--- config.mk ---
export PLATFORM = sky130hd
export DESIGN_NAME = mem_lsu
export DESIGN_NICKNAME = d
export VERILOG_FILES = /design/src/rtl/mem_lsu_pkg.sv /design/src/rtl/mem_lsu_load_align.sv /design/src/rtl/mem_lsu.sv
export SDC_FILE = /design/constraint.sdc
export NUM_CORES = 1
export LEC_CHECK = 0
export CORE_UTILIZATION = 45
export DETAILED_ROUTE_END_ITERATION = 16
export DONT_BUFFER_PORTS = 1
export GPL_TIMING_DRIVEN = 0
export PLACE_DENSITY = 0.67
export SLEW_MARGIN = 20
export SYNTH_ARGS = -nofsm -noshare
export SYNTH_HDL_FRONTEND = slang
export SYNTH_SLANG_ARGS = --single-unit
--- constraint.sdc ---
create_clock -name clock -period 2.9 [get_ports clock]
set_input_delay 0.58 -clock clock [delete_from_list [all_inputs] [get_ports clock]]
set_output_delay 0.58 -clock clock [all_outputs]
set_load 0.01 [all_outputs]
--- src/rtl/mem_lsu_pkg.sv ---
// Shared definitions for the mem_lsu load/store initiator: funct3 codes, FSM states, byte-mask width.
package mem_lsu_pkg;

    localparam logic [2:0] F3_B  = 3'b000;
    localparam logic [2:0] F3_H  = 3'b001;
    localparam logic [2:0] F3_W  = 3'b010;
    localparam logic [2:0] F3_BU = 3'b100;
    localparam logic [2:0] F3_HU = 3'b101;

    localparam int MASK_W = 4;

    typedef enum logic [2:0] {
        S_IDLE,
        S_STORE,
        S_LD_ISSUE,
        S_LD_WAIT,
        S_LD_RESP,
        S_ERR
    } lsu_state_t;

    // Stores have no unsigned variants, so BU/HU are only legal for loads.
    function automatic logic f3_legal(input logic is_store, input logic [2:0] f3);
        case (f3)
            F3_B, F3_H, F3_W: return 1'b1;
            F3_BU, F3_HU:     return !is_store;
            default:          return 1'b0;
        endcase
    endfunction

endpackage

--- src/rtl/mem_lsu_load_align.sv ---
// Combinational load extractor: picks the byte/half selected by lane and sign- or zero-extends it.
module mem_lsu_load_align
    import mem_lsu_pkg::*;
(
    input  logic [31:0] word,
    input  logic [1:0]  lane,
    input  logic [2:0]  funct3,
    output logic [31:0] result
);

    logic [7:0]  byte_sel;
    logic [15:0] half_sel;

    always_comb begin
        byte_sel = word[{lane, 3'b000} +: 8];
        // Halfwords only ever sit in the low or high half; lane[0] is irrelevant here.
        half_sel = lane[1] ? word[31:16] : word[15:0];
        case (funct3)
            F3_B:    result = {{24{byte_sel[7]}}, byte_sel};
            F3_BU:   result = {24'b0, byte_sel};
            F3_H:    result = {{16{half_sel[15]}}, half_sel};
            F3_HU:   result = {16'b0, half_sel};
            default: result = word;
        endcase
    end

endmodule

--- src/rtl/mem_lsu.sv ---
// RV32I load/store initiator driving a bram_sdp with 1-cycle registered read latency.
// Optional misalignment/illegal trap reporting on resp_error: define MEM_LSU_MISALIGN_TRAP_EN.
module mem_lsu
    import mem_lsu_pkg::*;
#(
    parameter  int DEPTH      = 256,
    localparam int ADDR_WIDTH = $clog2(DEPTH)
) (
    input  logic                  clock,
    input  logic                  reset,
    input  logic                  req_valid,
    output logic                  req_ready,
    input  logic                  req_write,
    input  logic [2:0]            req_funct3,
    input  logic [31:0]           req_addr,
    input  logic [31:0]           req_wdata,
    output logic                  resp_valid,
    output logic [31:0]           resp_rdata,
    output logic                  resp_error,
    output logic                  mem_write_enable,
    output logic [MASK_W-1:0]     mem_mask_write,
    output logic [ADDR_WIDTH-1:0] mem_addr_write,
    output logic [31:0]           mem_data_in,
    output logic                  mem_read_enable,
    output logic [ADDR_WIDTH-1:0] mem_addr_read,
    input  logic [31:0]           mem_data_out
);

`ifdef MEM_LSU_MISALIGN_TRAP_EN
    localparam logic TRAP_EN = 1'b1;
`else
    localparam logic TRAP_EN = 1'b0;
`endif

    // Handshake: a request transfers on the rising edge where req_valid && req_ready;
    // req_ready is high only in IDLE, and the request fields are sampled on that edge only.
    lsu_state_t state, state_d;

    logic [2:0]            cap_funct3, cap_funct3_d;
    logic [1:0]            cap_lane, cap_lane_d;
    logic                  we_d, re_d, rv_d, err_d;
    logic [MASK_W-1:0]     mask_d;
    logic [ADDR_WIDTH-1:0] waddr_d, raddr_d;
    logic [31:0]           din_d, rdata_d;

    logic                  handshake;
    logic [1:0]            lane;
    logic [ADDR_WIDTH-1:0] word_addr;
    logic                  legal;
    logic                  misaligned;
    logic [MASK_W-1:0]     store_mask;
    logic [31:0]           store_data;
    logic [31:0]           load_result;
    logic                  unused_addr_hi;

    assign req_ready      = (state == S_IDLE);
    assign handshake      = req_valid && req_ready;
    assign lane           = req_addr[1:0];
    assign word_addr      = req_addr[ADDR_WIDTH+1:2];
    assign unused_addr_hi = ^req_addr[31:ADDR_WIDTH+2];
    assign legal          = f3_legal(req_write, req_funct3);
    assign misaligned     = TRAP_EN &&
                            ((((req_funct3 == F3_H) || (req_funct3 == F3_HU)) && lane[0]) ||
                             ((req_funct3 == F3_W) && (lane != 2'b00)));

    always_comb begin
        store_mask = '1;
        store_data = req_wdata;
        case (req_funct3)
            F3_B: begin
                store_mask = MASK_W'(4'b0001 << lane);
                store_data = {4{req_wdata[7:0]}};
            end
            F3_H: begin
                store_mask = MASK_W'(4'b0011 << {lane[1], 1'b0});
                store_data = {2{req_wdata[15:0]}};
            end
            default: ;
        endcase
    end

    mem_lsu_load_align u_load_align (
        .word   (mem_data_out),
        .lane   (cap_lane),
        .funct3 (cap_funct3),
        .result (load_result)
    );

    always_comb begin
        state_d      = state;
        cap_funct3_d = cap_funct3;
        cap_lane_d   = cap_lane;
        we_d         = 1'b0;
        mask_d       = '0;
        waddr_d      = '0;
        din_d        = '0;
        re_d         = 1'b0;
        raddr_d      = '0;
        rv_d         = 1'b0;
        rdata_d      = '0;
        err_d        = 1'b0;
        case (state)
            S_IDLE: begin
                if (handshake) begin
                    cap_funct3_d = req_funct3;
                    cap_lane_d   = lane;
                    if (!legal || misaligned) begin
                        state_d = S_ERR;
                        rv_d    = 1'b1;
                        err_d   = TRAP_EN;
                    end else if (req_write) begin
                        state_d = S_STORE;
                        we_d    = 1'b1;
                        mask_d  = store_mask;
                        waddr_d = word_addr;
                        din_d   = store_data;
                        rv_d    = 1'b1;
                    end else begin
                        state_d = S_LD_ISSUE;
                        re_d    = 1'b1;
                        raddr_d = word_addr;
                    end
                end
            end
            S_LD_ISSUE: state_d = S_LD_WAIT;
            // mem_data_out is valid here; capture the aligned result for next cycle's response.
            S_LD_WAIT: begin
                state_d = S_LD_RESP;
                rv_d    = 1'b1;
                rdata_d = load_result;
            end
            default: state_d = S_IDLE;
        endcase
    end

    always_ff @(posedge clock or posedge reset) begin
        if (reset) begin
            state            <= S_IDLE;
            cap_funct3       <= '0;
            cap_lane         <= '0;
            mem_write_enable <= 1'b0;
            mem_mask_write   <= '0;
            mem_addr_write   <= '0;
            mem_data_in      <= '0;
            mem_read_enable  <= 1'b0;
            mem_addr_read    <= '0;
            resp_valid       <= 1'b0;
            resp_rdata       <= '0;
            resp_error       <= 1'b0;
        end else begin
            state            <= state_d;
            cap_funct3       <= cap_funct3_d;
            cap_lane         <= cap_lane_d;
            mem_write_enable <= we_d;
            mem_mask_write   <= mask_d;
            mem_addr_write   <= waddr_d;
            mem_data_in      <= din_d;
            mem_read_enable  <= re_d;
            mem_addr_read    <= raddr_d;
            resp_valid       <= rv_d;
            resp_rdata       <= rdata_d;
            resp_error       <= err_d;
        end
    end

endmodule

* Word level (Yosys, flattened, before mapping)
Cells that the tools add are included.
** Operators by class
- $add $sub $neg :: 0
- Shift operators :: 3
- Bitwise operators :: 0
- Equal/unequal tests :: 10
- Mux-type cells :: 37
- Multipliers :: 0
- Div/mod/pow operators :: 0
- Reductions and logical operators :: 8
- Order comparisons :: 0
** Operators with widths (count)
- two-way mux 32 bit :: 5
- one-hot mux 32 bit (4 select lines) :: 1
- two-way mux 8 bit :: 8
- one-hot mux 32 bit (2 select lines) :: 1
- indexed part select 32 x 6 -> 8 bit :: 1
- two-way mux 16 bit :: 1
- two-way mux 4 bit :: 4
- equality test 3 bit, second input constant :: 4
- two-way mux 1 bit :: 10
- equality test 3 x 2 -> 1 bit, second input constant :: 3
- zero test 3 bit :: 3
- one-hot mux 3 bit (3 select lines) :: 1
- one-hot mux 4 bit (2 select lines) :: 1
- equality test 3 x 1 -> 1 bit, second input constant :: 2
- two-way mux 3 bit :: 2
- one-hot mux 1 bit (2 select lines) :: 2
- left shift 1 x 2 -> 4 bit, first input constant :: 1
- left shift 2 x 2 -> 4 bit, first input constant :: 1
- OR reduction 3 bit :: 1
- two-way mux 2 bit :: 1
- inequality test 2 x 1 -> 1 bit, second input constant :: 1
- AND reduction 2 bit :: 1
- OR reduction 2 bit :: 1
- logical AND 1 bit :: 1
- zero test 1 bit :: 1
** Word-level totals
- Register bits after elaboration :: 95
- Bits in writable memories :: 0
- Output and inout bits :: 89
- ROM bits :: 0
- Memories kept :: 0
- Logic and storage cells :: 69
- Input port bits :: 103
- Latch bits :: 0

* Longest topological paths before layout
Gate-level depths: netlist (run 1).
- Depth after elaboration :: 6
- Depth in mapped cells :: 7
- Depth with buffers taken out :: 6

* Cells and area by module
A second synthesis (run 1) with hierarchy kept.
** Second synthesis, totals
- Cell total of the unflattened synthesis :: 392
- Area, all modules :: 4337.9 sq um
** By module, submodules not included
- mem_lsu :: cells each 296, sequential area each 2377.3 sq um, instances 1, area each 3492.1 sq um
- mem_lsu_load_align :: cells each 96, sequential area each 0.0 sq um, instances 1, area each 845.8 sq um

* Worst setup path after synthesis (run 1)
No wires, ideal clock.
- Path kind :: input to register
- Start point :: in req_funct3[0]
- End point :: reg mem_mask_write[0]
- Data arrival time :: 1.754 ns
- Setup slack :: 1.073 ns
- Cell stages on the path :: 7
- Setup time :: 0.073 ns
- Cell sequence :: buf_2 -> a211o_1 -> clkbuf_1 -> or2_4 -> buf_6 -> buf_12 -> a21oi_2
** On the way
- Longest elaborated chain between the ends :: 6
** Ends and longest elaborated chain
- from (decl) :: line mem_lsu.sv:14 : input logic [2:0] req_funct3,
- equality test 3 x 1 -> 1 bit, or another cell as far along :: line mem_lsu_pkg.sv:23, mem_lsu.sv:69
- OR reduction 3 bit, or another cell as far along :: line mem_lsu_pkg.sv:23 : case (f3)
- one-hot mux 1 bit (2 select lines) / two-way mux 4 bit (equally long branches) :: line mem_lsu_pkg.sv:23, mem_lsu.sv:111
- two-way mux 4 bit * :: line mem_lsu.sv:107 : if (!legal || misaligned) begin
- two-way mux 4 bit * :: line mem_lsu.sv:104 : if (handshake) begin
- two-way mux 4 bit * :: line mem_lsu.sv:102 : case (state)
- via mask_d[0] :: line mem_lsu.sv:42 : logic [MASK_W-1:0] mask_d;
- to (signal assigned) :: line mem_lsu.sv:155 : mem_mask_write <= mask_d;
- to (decl) :: line mem_lsu.sv:21 : output logic [MASK_W-1:0] mem_mask_write,
Mark *: on every way through the listed nets, which the timed path passes. The rest lies on a longest branch.
A chain may end at the register's enable or synchronous reset.

* Worst setup path in the final report (run 1)
- Start point :: reg state[2]
- End point :: reg resp_rdata[14]
** On the way
- Longest elaborated chain between the ends :: 2
** Ends and longest elaborated chain
- from (decl) :: line mem_lsu.sv:37 : lsu_state_t state, state_d;
- from (signal assigned) :: line mem_lsu.sv:151 : state <= state_d;
- equality test 3 x 2 -> 1 bit :: line mem_lsu.sv:102
- two-way mux 32 bit :: line mem_lsu.sv:102
- via rdata_d[14] :: line mem_lsu.sv:44 : logic [31:0] din_d, rdata_d;
- to (signal assigned) :: line mem_lsu.sv:161 : resp_rdata <= rdata_d;
- to (decl) :: line mem_lsu.sv:18 : output logic [31:0] resp_rdata,
The timed path passes the listed nets, and every way through them passes these cells.

==> out/results.ini, run 1 <==
[run_status]
status = complete, no violations

[timing]
finClkSkew_ns = 0.01301
finalCritPeriodShare_pct = 66.24
fin_setup_tns_ns = 0
rsz0062_at_grt = no
fmax_mhz = 520.6
hold_viol = 0
tightest_slew_ns = 0.6953
relSlewSlack_pct = 53.65
period_minus_slack_ns = 1.921
finalSetupViolations = 0
drv_slew = 0

[synthesis]
synth_edf_count = 0
synthesis.area_sq_um = 4048
ys_warn_count = 0
synth_cell_type_count = 39
ys_async_sr_fraction_pct = 100.0
syn_nets = 486
synth-seq-cells = 95
syn-instance-count = 383
synthFlopType = dfrtp_1
ys_seq_area_share_pct = 58.73
avgSynthCellArea_sq_um = 10.57

[worst_setup_path]
cp-end-kind = flop
reg2regPathDepth = 5
rrSetupSlack_ns = 0.98
cp-startpoint = state[2]$_DFFE_PP0P_
crit_fanout = 10
path_cells = and3b_1, clkbuf_1, clkbuf_1, o21ai_0, a21oi_1
cp_top_family = buffers and inverters
crit_path_start_kind = flop
rr_startpoint = state[2]$_DFFE_PP0P_
cpMostUsedCell = clkbuf_1
setup.worst_path.end = resp_rdata[14]$_DFF_PP0_
r2r-end = resp_rdata[14]$_DFF_PP0_
cpPeakStageDelay_ns = 0.44
critical_path_depth = 5
cp.required_ns = 3.17
arrival_ns = 2.19
path_class = flop to flop
cp_slowest_cell = clkbuf_1
path_buf_inv = 2

[clock_tree]
numClockSinks = 95
clk_latency_ns = 0.35
cts_root_buffer = clkbuf_8
cts_tree = yes
cts_setup_buffers = 0
clk_pin_slew_ns = 0.10
numCtsBuffers = 9
cts_buffer_depth = 2
post_cts_resized = 0
cts_hold_buf = 0
htreeDepth = 3

[final_layout]
fillers = 790
fin_cells = 509
syn_to_final_growth_pct = 8.686
post-route-util_pct = 50.44
nets = 499
multi_input_area_sq_um = 1456
regArea_sq_um = 2377
drive_gt1_share_pct = 19.70
diodes = 0

[power]
power.leakage_nw = 2.152
power_frac_comb_pct = 26.3
powerDensity_nw_per_um2 = 734.9
seqPwrFrac_pct = 49.4
switching_share_pct = 35.26
p_sw_mw = 1.140
p_int_mw = 2.093
clkPwrFrac_pct = 24.2
vdd_ir_drop_max_v = 0.0003780

[place]
io_buffers = 0
placed_cells = 493
globalplace.congestion = 0.7776
hpwl_um = 7332

[routing]
drt-initial-drc-count = 107
drcViolationCount = 0
vias_per_cell = 5.562
vias = 2831
wl_per_cell_um = 19.19
wl_um = 9768
firstDrtPassIters = 4
ant_nets = 0

[floorplanning]
io_pins = 192
coreArea_sq_um = 8721
dieArea_sq_um = 9378
die-width_um = 96.84
rows = 34
die_h_um = 96.84
start_util_pct = 46.41

[grt]
gr-total-overflow = 0
grt_max_degree = 37
grt_pass1_vias = 2934
grt_pass1_wl_um = 15550
antenna_found_initial = 0
track_usage_pct = 21.45

[job]
cap_violations = 0

[hold_path]
hold_path_class = primary input to asynchronous set/reset pin

## cells by family after synthesis
| family | after synthesis | share of synthesized area [%] |
|---|---|---|
| buf+inv | 42 | 5.286 |
| simple gates | 137 | 14.31 |
| other cells | 1 | 0.09265 |
| compound gates | 89 | 16.66 |
| flops | 95 | 58.73 |
| mux | 19 | 4.915 |
## worst min path at each step
stage	startpoint	end	slack, ns	cells past startpoint
after global routing	reset	cap_funct3[2]$_DFFE_PP0P_	0.19	1
after CTS	reset	cap_funct3[2]$_DFFE_PP0P_	0.16	1
final	reset	cap_funct3[2]$_DFFE_PP0P_	0.16	1
after global placement	state[2]$_DFFE_PP0P_	state[1]$_DFFE_PP0P_	0.46	1
after floorplan	state[2]$_DFFE_PP0P_	state[0]$_DFFE_PP0P_	0.45	1
after detailed placement	state[2]$_DFFE_PP0P_	state[1]$_DFFE_PP0P_	0.48	1
## power groups by stage
stage	sequential, mW	clock (mW)	combinational (mW)
final	1.60	0.783	0.852
after global routing	1.62	0.850	0.953
after CTS	1.60	0.806	0.852
after detailed placement	1.63	0	0.849
after global placement	1.62	0	0.816
after floorplan	1.60	0	0.671
## cells in the final DEF (no fill, tap or decap), types with 4 or more instances in the layout
cell type	n
a211oi_2	8
a21oi_1	13
a21oi_2	20
a31oi_1	8
and2_1	10
buf_12	4
buf_2	6
clkbuf_1	18
clkbuf_8	9
dfrtp_1	95
inv_1	12
mux2_2	7
mux2i_1	12
nand2_1	80
nor2_1	36
o21ai_0	21
o221a_2	7
## registers in the layout, summed over array words and instances (netlist names)
signal and count:
cap_funct3 3, cap_lane 2, mem_addr_read 8, mem_addr_write 8
mem_data_in 32, mem_mask_write 4, mem_read_enable 1, mem_write_enable 1
resp_rdata 32, resp_valid 1, state 3
## synthesized netlist by cell type, types with 2 or more instances
master	n	area, sq um
a211oi_2	8	100.1
a21oi_1	13	65.06
a21oi_2	20	175.2
a31oi_1	8	50.05
and2_1	10	62.56
buf_12	2	40.04
buf_2	6	30.03
clkbuf_1	17	63.81
dfrtp_1	95	2377
inv_1	13	48.80
mux2_2	7	78.83
mux2i_1	12	120.1
nand2_1	80	300.3
nand2b_1	2	12.51
nor2_1	36	135.1
nor3_1	2	10.01
o21ai_0	21	105.1
o21ai_1	3	15.01
o21bai_1	2	15.01
o221a_2	7	78.83
## layout make-up
class / count / area share [%]
plain buffers: 27 / 3.470
clock buffers: 10 / 2.901
clock inverters: 6 / 1.024
inverters: 15 / 1.479
multi-input cells: 246 / 33.11
flip-flops and latches: 95 / 54.04
well taps: 108 / 3.072
repair buffers: 2 / 0.9101
## metal layers
metal / GRT usage, % / up-vias / routed length [um]
li1: - / 1294 / -
met1: 26.51 / 1384 / 4063
met2: 33.75 / 129 / 4640
met3: 6.864 / 24 / 775
met4: 10.91 / 0 / 287
met5: 0 / - / 0
## metrics by stage
stage | power, mW | hold slack [ns] | setup slack (ns) | instance area, sq um
floorplan | 2.272 | 0.4461 | 1.073 | 4051
global placement | 2.441 | 0.4584 | 0.7646 | 4187
detailed placement | 2.477 | 0.4767 | 0.8610 | 4227
CTS | 3.259 | 0.1613 | 0.9921 | 4399
global route | 3.420 | 0.1915 | 0.7997 | 4399
finish | 3.233 | 0.1632 | 0.9792 | 4399
Note: power is estimated with default switching activity, not from simulation.
==> run 2: changes to the inputs <==
--- a/config.mk
+++ b/config.mk
@@ -9,7 +9,7 @@
 export DETAILED_ROUTE_END_ITERATION = 16
 export DONT_BUFFER_PORTS = 1
 export GPL_TIMING_DRIVEN = 0
-export PLACE_DENSITY = 0.67
+export PLACE_DENSITY = 0.65
 export SLEW_MARGIN = 20
 export SYNTH_ARGS = -nofsm -noshare
 export SYNTH_HDL_FRONTEND = slang
==> constraint.sdc (replaced) <==
create_clock -name clock -period 1.92 [get_ports clock]
set_input_delay 0.384 -clock clock [delete_from_list [all_inputs] [get_ports clock]]
set_output_delay 0.384 -clock clock [all_outputs]
set_load 0.01 [all_outputs]
==> out/results.ini, run 2 (synthesized netlist as in run 1, its figures left out) <==
[timing]
drv_slew = 0
relSlewSlack_pct = 49.91
finClkSkew_ns = 0.01568
fmax_mhz = 557.2
fin_setup_tns_ns = 0
hold_viol = 0
setup_slack_ns = 0.1252
tightest_slew_ns = 0.7486
finalCritPeriodShare_pct = 93.48
period_minus_slack_ns = 1.795
finalSetupViolations = 0
rsz0062_at_grt = no

[final_layout]
post-route-util_pct = 51.85
mostFrequentLayoutCells = dfrtp_1, nand2_1, nor2_1
final_common_cell = dfrtp_1
diodes = 0
regArea_sq_um = 2377
fillers = 788
syn_to_final_growth_pct = 11.72
nets = 501
reg.largest.list = mem_data_in x32, resp_rdata x32
multi_input_area_sq_um = 1460
drive_gt1_share_pct = 20.60

[floorplanning]
start_util_pct = 46.41
coreArea_sq_um = 8721
io_pins = 192
die_h_um = 96.84
dieArea_sq_um = 9378
die-width_um = 96.84
rows = 34

[worst_setup_path]
path_class = flop to flop
cp_top_family = simple AND/OR/NAND/NOR gates
cp-end-kind = flop
rr_startpoint = state[1]$_DFFE_PP0P_
crit_path_start_kind = flop
r2r-end = mem_data_in[12]$_DFF_PP0_
cp-startpoint = state[1]$_DFFE_PP0P_
path_cells = or3_4, clkinv_4, nand2_4, or2_4, buf_6, buf_12, a21oi_2
cp_slowest_cell = or3_4
cp.required_ns = 2.19
rrSetupSlack_ns = 0.13
crit_fanout = 10
arrival_ns = 2.06
cpPeakStageDelay_ns = 0.43
path_buf_inv = 3
reg2regPathDepth = 7

[routing]
drt-initial-drc-count = 58
vias = 2846
ant_nets = 0
firstDrtPassIters = 4
vias_per_cell = 5.569
wl_um = 9956
drcViolationCount = 0
wl_per_cell_um = 19.48

[power]
powerDensity_nw_per_um2 = 1179
power.leakage_nw = 2.205
vdd_ir_drop_max_v = 0.0005306

[hold_path]
hold_path_class = primary input to flop
min_from = req_wdata[4]
hold_depth = 2
min_to = mem_data_in[20]$_DFF_PP0_

[job]
cap_violations = 0

[grt]
grt_pass1_wl_um = 15910
gr-total-overflow = 0
grt_max_degree = 29
antenna_found_initial = 0
track_usage_pct = 21.85
grt_pass1_vias = 2845

[place]
globalplace.congestion = 0.8421
post-place-ws_ns = 0.01803
io_buffers = 0
hpwl_um = 7527

[clock_tree]
numCtsBuffers = 9
clk_pin_slew_ns = 0.11
numClockSinks = 95
clk_latency_ns = 0.36
cts_tree = yes
htreeDepth = 3
cts_root_buffer = clkbuf_8
cts_buffer_depth = 2

[run_status]
status = complete, no violations

-- run 2: layer usage --
metal  track usage [%]  wire, um
met1             27.83      4137
met2             33.75      4708
met3             8.598       879
met4             7.922       231
met5                 0         0
-- run 2: how the worst max path moves through the flow --
stage	to	slack [ns]	depth (start not counted)
6_report	mem_data_in[12]$_DFF_PP0_	0.13	7
5_1_grt	resp_rdata[22]$_DFF_PP0_	0.04	5
4_1_cts	mem_data_in[12]$_DFF_PP0_	0.10	7
3_5_place_dp	mem_data_in[29]$_DFF_PP0_	0.02	3
3_3_place_gp	mem_addr_write[7]$_DFF_PP0_	-0.02	1
2_1_floorplan	mem_mask_write[0]$_DFF_PP0_	0.29	7
-- run 2: what timing repair did --
action,CTS,global route
setup endpoints to repair,0,19
gates resized for setup,0,4
setup buffers,0,0
endpoints found under the hold margin,20,0
hold buffers,1,0
-- run 2: worst reg2reg max path, stage by stage (launching register included) --
cell and delay (ns):
dfrtp_1 0.42, or3_4 0.43, clkinv_4 0.08, nand2_4 0.07
or2_4 0.27, buf_6 0.16, buf_12 0.15, a21oi_2 0.13
-- run 2: power by group --
part | total [mW] | leakage [nW] | switching, mW | internal, mW
clock | 1.62 | 0.124 | 0.706 | 0.910
sequential | 2.42 | 1.31 | 0.204 | 2.22
combinational | 1.29 | 0.773 | 0.820 | 0.475
-- run 2: layout make-up --
cell class | count | share of cell area, %
buffer | 27 | 3.403
clock buffer | 10 | 3.044
clock inverter | 6 | 2.546
inverter | 15 | 1.439
multi-input combinational | 246 | 32.29
sequential | 95 | 52.57
tap | 108 | 2.988
timing repair buffer | 4 | 1.716
-- run 2: stage by stage --
| step | std cells | instance area, sq um | total power [mW] | hold slack [ns] |
|---|---|---|---|---|
| floorplan | 383 | 4051 | 3.431 | 0.4461 |
| global placement | 491 | 4187 | 3.676 | 0.4565 |
| detailed placement | 494 | 4254 | 3.733 | 0.3182 |
| CTS | 511 | 4517 | 5.346 | 0.1331 |
| global route | 511 | 4522 | 5.624 | 0.1228 |
| finish | 511 | 4522 | 5.331 | 0.1426 |
==> run 3: changes to the inputs <==
--- a/config.mk
+++ b/config.mk
@@ -9,6 +9,7 @@
 export DETAILED_ROUTE_END_ITERATION = 16
 export DONT_BUFFER_PORTS = 1
 export GPL_TIMING_DRIVEN = 0
+export HOLD_SLACK_MARGIN = 0.1
 export PLACE_DENSITY = 0.65
 export SLEW_MARGIN = 20
 export SYNTH_ARGS = -nofsm -noshare
==> constraint.sdc (replaced) <==
create_clock -name clock -period 1.92 [get_ports clock]
set_input_delay 0.384 -clock clock [delete_from_list [all_inputs] [get_ports clock]]
set_output_delay 0.384 -clock clock [all_outputs]
set_load 0.1 [all_outputs]
==> out/results.ini, run 3 (synthesized netlist as in run 1, its figures left out) <==
[run_status]
status = complete, no violations

[final_layout]
final_area_sq_um = 4552
reg.largest.list = mem_data_in x32, resp_rdata x32
fillers = 784
multi_input_area_sq_um = 1468
final_common_cell = dfrtp_1
post-route-util_pct = 52.20
regArea_sq_um = 2377
nets = 503
syn_to_final_growth_pct = 12.46
diodes = 0
drive_gt1_share_pct = 20.99
mostFrequentLayoutCells = dfrtp_1, nand2_1, nor2_1

[job]
cap_violations = 0

[floorplanning]
io_pins = 192
rows = 34
coreArea_sq_um = 8721
start_util_pct = 46.41
die-width_um = 96.84
dieArea_sq_um = 9378
die_h_um = 96.84

[clock_tree]
cts_root_buffer = clkbuf_8
numCtsBuffers = 9
clk_latency_ns = 0.36
clk_pin_slew_ns = 0.09
cts_tree = yes
numClockSinks = 95
cts_buffer_depth = 2
htreeDepth = 3

[routing]
vias = 2825
firstDrtPassIters = 4
drcViolationCount = 0
wl_um = 9960
ant_nets = 0
vias_per_cell = 5.507
wl_per_cell_um = 19.42
drt-initial-drc-count = 64

[grt]
grt_pass1_vias = 2845
track_usage_pct = 21.85
gr-total-overflow = 0
grt_pass1_wl_um = 15910
antenna_found_initial = 0
grt_max_degree = 29

[worst_setup_path]
cp-end-kind = flop
rrSetupSlack_ns = 0.06
r2r-end = mem_mask_write[0]$_DFF_PP0_
cp_slowest_cell = or3_4
crit_path_start_kind = flop
rr_startpoint = state[1]$_DFFE_PP0P_
crit_fanout = 10
path_cells = or3_4, clkinv_8, nand2_4, or2_4, buf_6, buf_12, a21oi_2
arrival_ns = 2.14
path_class = flop to flop
cpPeakStageDelay_ns = 0.44
reg2regPathDepth = 7
cp.required_ns = 2.20

[hold_path]
min_to = resp_rdata[30]$_DFF_PP0_
hold_path_class = primary input to flop
min_from = mem_data_out[30]
hold_depth = 2

[timing]
finalSetupViolations = 0
fmax_mhz = 538.1
finClkSkew_ns = 0.01175
finalCritPeriodShare_pct = 96.79
tightest_slew_ns = 0.9197
relSlewSlack_pct = 38.73
rsz0062_at_grt = yes
drv_slew = 0
hold_viol = 0
period_minus_slack_ns = 1.858

[power]
power.leakage_nw = 2.219
vdd_ir_drop_max_v = 0.0008466
power_mw = 6.461
powerDensity_nw_per_um2 = 1419

[place]
hpwl_um = 7527
globalplace.congestion = 0.8421
dpl_cell_area_sq_um = 4254
io_buffers = 0

run 3: cell types whose count changed in the layout (fill, tap and decap cells not counted):
cell | previous run | this run
a21oi_2 | 21 | 20
a21oi_4 | 0 | 1
buf_4 | 1 | 3
clkinv_4 | 1 | 0
clkinv_8 | 0 | 1
run 3: per-layer routing:
metal | vias to the layer above | wire length (um) | track usage, %
li1 | 1298 | - | -
met2 | 138 | 4715 | 33.75
met1 | 1371 | 4158 | 27.83
met4 | 0 | 240 | 7.922
met5 | - | 0 | 0
met3 | 18 | 846 | 8.598
run 3: area by class of cell:
class / instances / share of cell area, %
Buffer: 27 / 3.381
Clock buffer: 10 / 3.024
Clock inverter: 6 / 2.529
Inverter: 15 / 1.594
Multi-Input combinational cell: 246 / 32.24
Sequential cell: 95 / 52.23
Tap cell: 108 / 2.969
Timing Repair Buffer: 6 / 2.034
run 3: how the worst max path moves through the flow:
stage          slack, ns                     endpoint  cells after the start            startpoint
3_5_place_dp       -0.03    mem_data_in[12]$_DFF_PP0_                      7  state[1]$_DFFE_PP0P_
6_report            0.06  mem_mask_write[0]$_DFF_PP0_                      7  state[1]$_DFFE_PP0P_
3_3_place_gp       -0.03    mem_data_in[12]$_DFF_PP0_                      7  state[1]$_DFFE_PP0P_
4_1_cts            0.009    mem_data_in[12]$_DFF_PP0_                      7  state[1]$_DFFE_PP0P_
2_1_floorplan       0.16  mem_mask_write[0]$_DFF_PP0_                      7  state[1]$_DFFE_PP0P_
5_1_grt           -0.003    mem_data_in[13]$_DFF_PP0_                      7  state[0]$_DFFE_PP0P_
run 3: what timing repair did:
item / 4_1_cts / 5_1_grt
setup endpoints to repair: 3 / 23
hold buffers: 1 / 0
resized for setup: 1 / 5
endpoints found under the hold margin: 20 / 0
buffers inserted: 0 / 2
run 3: worst max-delay path, delay by kind of cell, from the launching register on:
family | cells | cell delay, ns
and+or+nand+nor | 3 | 0.79
buffers and inverters | 3 | 0.46
DFF | 1 | 0.41
AOI/OAI and AO/OA | 1 | 0.12
run 3: power breakdown:
group / total [mW] / switching (mW) / internal (mW)
combinational: 1.47 / 0.967 / 0.506
clock: 1.61 / 0.703 / 0.910
sequential: 3.38 / 1.18 / 2.19
run 3: per-stage QoR:
stage / cells / hold WS (ns) / setup slack (ns) / setup TNS (ns)
after floorplan: 383 / 0.4461 / 0.1574 / 0
after global placement: 491 / 0.4565 / -0.03159 / -1.832
after detailed placement: 494 / 0.3182 / -0.02920 / -0.04420
after CTS: 511 / 0.1331 / 0.009093 / 0
after global routing: 513 / 0.1233 / -0.002997 / -0.002997
final: 513 / 0.1456 / 0.06169 / 0
